**src/rtl/dependency_check.sv**
```systemverilog
// Decode stage with operand-forwarding control for the 20-bit-instruction pipeline.
// One instruction is registered per cycle; its sources are compared against the
// destinations of the two older in-flight instructions to pick forwarding paths.
module dependency_check (
  input  logic       clk,
  input  logic       reset,
  input  logic [19:0] ins,
  output logic [1:0] mux_sel_a,
  output logic [1:0] mux_sel_b,
  output logic       imm_sel,
  output logic [7:0] Imm,
  output logic       mem_en_dec,
  output logic       mem_rw_dec,
  output logic       mem_mux_sel_dec,
  output logic [4:0] RW_dec,
  output logic [4:0] op_dec
);

  localparam logic [4:0] OP_LOAD  = 5'b01110;
  localparam logic [4:0] OP_STORE = 5'b01111;

  localparam logic [1:0] SEL_RF   = 2'b00;
  localparam logic [1:0] SEL_FWD1 = 2'b01;
  localparam logic [1:0] SEL_FWD2 = 2'b10;

  // Instruction fields
  logic [4:0] op, rw, ra, rb;
  assign op = ins[19:15];
  assign rw = ins[14:10];
  assign ra = ins[9:5];
  assign rb = ins[4:0];

  // 2-back destination and write-valid flags for the 1-back / 2-back slots
  logic [4:0] RW_ex;
  logic       v_dec, v_ex;

  // Next-state values for the registered outputs
  logic [1:0] sel_a_nxt, sel_b_nxt;
  logic       mem_en_nxt, mem_rw_nxt, mem_mux_nxt, wr_nxt;

  // Pick the youngest in-flight producer of register r; 1-back wins over 2-back.
  function automatic logic [1:0] fwd_sel(input logic [4:0] r,
                                         input logic v1, input logic [4:0] d1,
                                         input logic v2, input logic [4:0] d2);
    if (v1 && r == d1)      return SEL_FWD1;
    else if (v2 && r == d2) return SEL_FWD2;
    else                    return SEL_RF;
  endfunction

  // Forwarding selects and memory-control decode for the incoming instruction
  always_comb begin
    sel_a_nxt   = fwd_sel(ra, v_dec, RW_dec, v_ex, RW_ex);
    sel_b_nxt   = fwd_sel(rb, v_dec, RW_dec, v_ex, RW_ex);
    mem_en_nxt  = 1'b0;
    mem_rw_nxt  = 1'b0;
    mem_mux_nxt = 1'b0;
    wr_nxt      = 1'b1;
    // Immediate form: operand B comes from Imm, so no register forwarding on B
    if (op[4]) sel_b_nxt = SEL_RF;
    case (op)
      OP_LOAD: begin
        mem_en_nxt  = 1'b1;
        mem_mux_nxt = 1'b1;
      end
      OP_STORE: begin
        mem_en_nxt = 1'b1;
        mem_rw_nxt = 1'b1;
        wr_nxt     = 1'b0;   // stores never write the register file
      end
      default: ;
    endcase
  end

  // Decode register plus the two-deep destination history
  always_ff @(posedge clk) begin
    if (reset) begin
      mux_sel_a       <= SEL_RF;
      mux_sel_b       <= SEL_RF;
      imm_sel         <= 1'b0;
      Imm             <= 8'h00;
      mem_en_dec      <= 1'b0;
      mem_rw_dec      <= 1'b0;
      mem_mux_sel_dec <= 1'b0;
      RW_dec          <= 5'd0;
      op_dec          <= 5'd0;
      RW_ex           <= 5'd0;
      v_dec           <= 1'b0;
      v_ex            <= 1'b0;
    end else begin
      RW_ex           <= RW_dec;
      v_ex            <= v_dec;
      RW_dec          <= rw;
      op_dec          <= op;
      Imm             <= ins[7:0];
      v_dec           <= wr_nxt;
      imm_sel         <= op[4];
      mux_sel_a       <= sel_a_nxt;
      mux_sel_b       <= sel_b_nxt;
      mem_en_dec      <= mem_en_nxt;
      mem_rw_dec      <= mem_rw_nxt;
      mem_mux_sel_dec <= mem_mux_nxt;
    end
  end

endmodule

```
**config.mk**
```make
export PLATFORM = sky130hd
export DESIGN_NAME = dependency_check
export DESIGN_NICKNAME = d
export VERILOG_FILES = /design/src/rtl/dependency_check.sv
export SDC_FILE = /design/constraint.sdc
export NUM_CORES = 1
export LEC_CHECK = 0
export ABC_AREA = 1
export BUFFER_PORTS_ARGS = -buffer_cell sky130_fd_sc_hd__buf_2
export CORE_MARGIN = 2
export CORE_UTILIZATION = 32
export DETAILED_ROUTE_END_ITERATION = 8
export SLEW_MARGIN = 10
export SYNTH_ARGS = -nofsm -noshare
export SYNTH_HDL_FRONTEND = slang
export SYNTH_SLANG_ARGS = --single-unit
```
**constraint.sdc**
```tcl
create_clock -name clk -period 1.2 [get_ports clk]
set_input_delay 0.06 -clock clk [delete_from_list [all_inputs] [get_ports clk]]
set_output_delay 0.06 -clock clk [all_outputs]
set_load 0.01 [all_outputs]
```
Word level (Yosys, flattened, before mapping)
Cells that the tools add are included.
- eq/ne operators: 6
- multiplexer cells: 8
- reduce and logical (&&, ||, !) cells: 8
- operators with widths (cell ; number):
    equality test 5 bit ; 4
    equality test 5 x 4 -> 1 bit (second input constant) ; 2
    2-to-1 mux 1 bit ; 6
    OR reduction 2 bit ; 3
    logical AND 1 bit ; 4
    2-to-1 mux 2 bit ; 2
    OR reduction 3 bit ; 1
- register bits after elaboration: 33
- input bits: 22
- output and inout bits: 26
- word-level logic and storage cells: 36

Depth between registers and ports, before layout
- depth after elaboration: 4
- gate-level depth with buffers: 7
- depth with buffers taken out: 7

Least setup slack after synthesis
OpenSTA, ideal clock, no wires.
- path type: register -> register
- start: register RW_dec[3]
- end: register mux_sel_a[1]
- setup time: 0.111 ns
- arrival time: 0.836 ns
- data required time: 1.089 ns
- setup slack: 0.253 ns
- stages on the path, launching flop included: 8
- buffers on the path: 0
- clock period less this slack: 0.947 ns
- cell sequence: dfxtp_1 inv_1 nand2_1 nand2_1 nor2_2 nand2_1 nor2_1 nor2_1
- word-level cells in the longest chain between the ends: 3
- RTL lines (item ; RTL line ; source):
    from (decl) ; 15 ; output logic [4:0] RW_dec,
    from (signal assigned) ; 92 ; RW_dec <= rw;
    equality test 5 bit ; 45 ; if (v1 && r == d1) return SEL_FWD1;
    logical AND 1 bit ; 45 ;
    OR reduction 2 bit (no line) ; - ;
    to (signal assigned) ; 97 ; mux_sel_a <= sel_a_nxt;
    to (decl) ; 8 ; output logic [1:0] mux_sel_a,
Every way passes these cells.
A chain may end at the register's enable or synchronous reset.

Final worst setup path
- start: register RW_dec[1]
- end: register mux_sel_b[1]
- word-level cells in the longest chain between the ends: 3
- RTL lines (item ; RTL line ; source):
    equality test 5 bit ; 45 ;
    logical AND 1 bit ; 45 ;
    OR reduction 3 bit (no line) ; - ;
    to (signal assigned) ; 98 ; mux_sel_b <= sel_b_nxt;
    to (decl) ; 9 ; output logic [1:0] mux_sel_b,
Every way passes these cells.

==> qor.csv <==
metric,value,unit
syn_area_per_cell,6.81,µm²
core.rowCount,22,
die_x,66.6,µm
gp_congestion,0.842,
worstMarginPinSlew,0.241,ns
stdcell_count,292,
initial_utilization,0.337,
required,1.38,ns
power_density,1400,mW/mm²
synth_most_common_cell,nand2_1,
r2r_setup_slack,0.20,ns
period_needed,0.997,ns
fin_setup_tns,0,ns
post-cts-setup-buffers,0,
worstPathCellList,inv_1 -> nand2_1 -> nand2_1 -> nor2_1 -> nand2_1 -> nor2_1 -> nor2_1,
clk_latency,0.28,ns
synth_common_cells,"57 x nand2_1, 39 x nor2_1, 32 x dfxtp_1",
grt_max_degree,18,
slew_headroom,0.839,
dieArea,0.00443,mm²
yosysTopAreaCell,dfxtp_1,
cp_top_family,simple AND/OR/NAND/NOR gates,
cts_sinks,32,
wl_per_cell,9.11,µm
path_depth,7,
yosysTopAreaCellShare,0.511,
antenna_cells,0,
final.period_utilization,0.831,
ys_types,12,
core-area,0.00372,mm²
fp.dieH,66.6,µm
ys.flop_type,dfxtp_1,
grt_antenna_before_repair,0,
status,finished clean,
grt_pass1_vias,1103,
hpwl,2060,µm
end_kind,register,
worst-r2r-cell-count,7,
cp-start-kind,register,
crit_slowest_cell,dfxtp_1,
drv_cap,0,
cpPeakStageDelay,0.37,ns
netlist_area,0.00125,mm²
worstHoldPathCells,3,
reg2reg_from,RW_dec[1]$_SDFF_PP0_,
setup_viol,0,
clock_path_buffers,2,
io_buffers,47,
multiInputGateArea,459,µm²
clock_skew,0.00456,ns
cts-root-buf,clkbuf_8,
numCtsBuffers,5,
postSynth.asyncResetShare,0,
critPathKind,reg -> reg,
grt_usage,0.136,
drtIter0Drc,34,
hold_start,ins[16],
finalHoldViolCount,0,
worstPathArrival,1.18,ns
drv_slew,0,
drive_above_1_share,0.266,
placed_cells,276,
firstDrtPassIters,4,
synth_edf_count,0,
ioPinCount,48,
max_clock_freq,1000,MHz
fin_nets,265,
finalWirelength,2660,µm
worst-path-buf-inv,1,
synth_cells,184,
num_vias,1163,
clk_pin_slew_worst_paths,0.07,ns
synth_warnings,0,
cts_tree,yes,
peakVddDrop,679,µV
worstReg2RegEnd,mux_sel_b[1]$_SDFF_PP0_,
grt_pass1_wl,4490,µm
drc,0,
cts.htree.levels,2,
critPathMaxFanout,4,
seq_area,641,µm²
ys_seq_area_frac,0.511,
fillers,415,
rsz0062_at_grt,false,
area_growth,37.5,%
final_antenna_net_count,0,
overflow,0,
p_leak,0.000961,µW
netlist_top_cells_area,"dfxtp_1 51%, nand2_1 17%, nor2_1 12%",
setup_slack,0.203,ns
synth_seq_cells,32,
syn_nets,206,
dp_slack,0.203,ns
min_path_type,in -> reg,
via_per_inst,3.98,
cp-startpoint,RW_dec[1]$_SDFF_PP0_,
crit_end,mux_sel_b[1]$_SDFF_PP0_,
report_power, final:
group          leakage, µW  internal [µW]  switching [µW]  total, µW
sequential        0.000264           1110            20.9       1130
clock            0.0000541            614             399       1010
combinational     0.000642            118             156        274
metal layers:
metal | up-vias | GRT usage | wire [µm]
met5 | - | 0 | 0
met4 | 0 | 0.0459 | 36
met3 | 5 | 0.0574 | 171
met2 | 28 | 0.235 | 1210
met1 | 479 | 0.149 | 1240
li1 | 651 | - | -
worst register-to-register path, cell delays in order (launching register included):
cell and delay [ns]:
dfxtp_1 0.37, inv_1 0.08, nand2_1 0.06, nand2_1 0.04, nor2_1 0.14, nand2_1 0.07, nor2_1 0.09, nor2_1 0.04
what timing repair did:
| item | 4_1_cts | 5_1_grt |
|---|---|---|
| gates resized for setup | 0 | 0 |
| hold endpoints to repair | 8 | 0 |
| hold buffers | 8 | 0 |
placed cells by master, fill, tap and decap left out, types with 4 or more instances in the layout:
cell	synthesis	final
nor2_2	5	5
dlygate4sd3_1	0	8
buf_2	2	47
nand2_1	57	57
nor2_1	39	39
inv_1	30	30
nand3_1	7	7
clkbuf_8	0	5
dfxtp_1	32	32
inv_2	4	4
worst min-delay path by stage:
stage	to
6_report	op_dec[1]$_SDFF_PP0_
5_1_grt	Imm[1]$_SDFF_PP0_
4_1_cts	op_dec[1]$_SDFF_PP0_
3_5_place_dp	mem_mux_sel_dec$_SDFF_PP0_
3_3_place_gp	mem_mux_sel_dec$_SDFF_PP0_
2_1_floorplan	mem_mux_sel_dec$_SDFF_PP0_
final cells by class:
class | count | area share
repair buffers | 56 | 0.188
inverters | 34 | 0.0741
flip-flops and latches | 32 | 0.372
clock buffers | 5 | 0.0400
clock inverters | 3 | 0.0247
multi-input cells | 114 | 0.267
well taps | 48 | 0.0349
flip-flops by register name, indices dropped and copies added, names as in the netlist:
register and count:
RW_dec 5, Imm 8, imm_sel 1, mem_rw_dec 1, RW_ex 5, mux_sel_b 2, v_dec 1, mem_mux_sel_dec 1
mux_sel_a 2, mem_en_dec 1, op_dec 4, v_ex 1
cells by family (layout without fill, tap and decap cells):
group	Yosys count	after routing	share of synthesized area
buffers and inverters	38	98	0.122
and+or+nand+nor	112	112	0.359
DFF	32	32	0.511
AOI/OAI and AO/OA	2	2	0.00799
stage by stage:
step,utilization,cell area [µm²],hold WS [ns],power [µW]
4_1_cts,0.463,1720,0.0192,2470
2_1_floorplan,-,1250,0.139,1310
6_report,0.463,1720,0.0331,2420
3_3_place_gp,0.412,1530,0.243,1410
5_1_grt,0.463,1720,0.0485,2550
3_5_place_dp,0.412,1530,0.244,1410
Note: power is estimated with default switching activity, not from simulation.
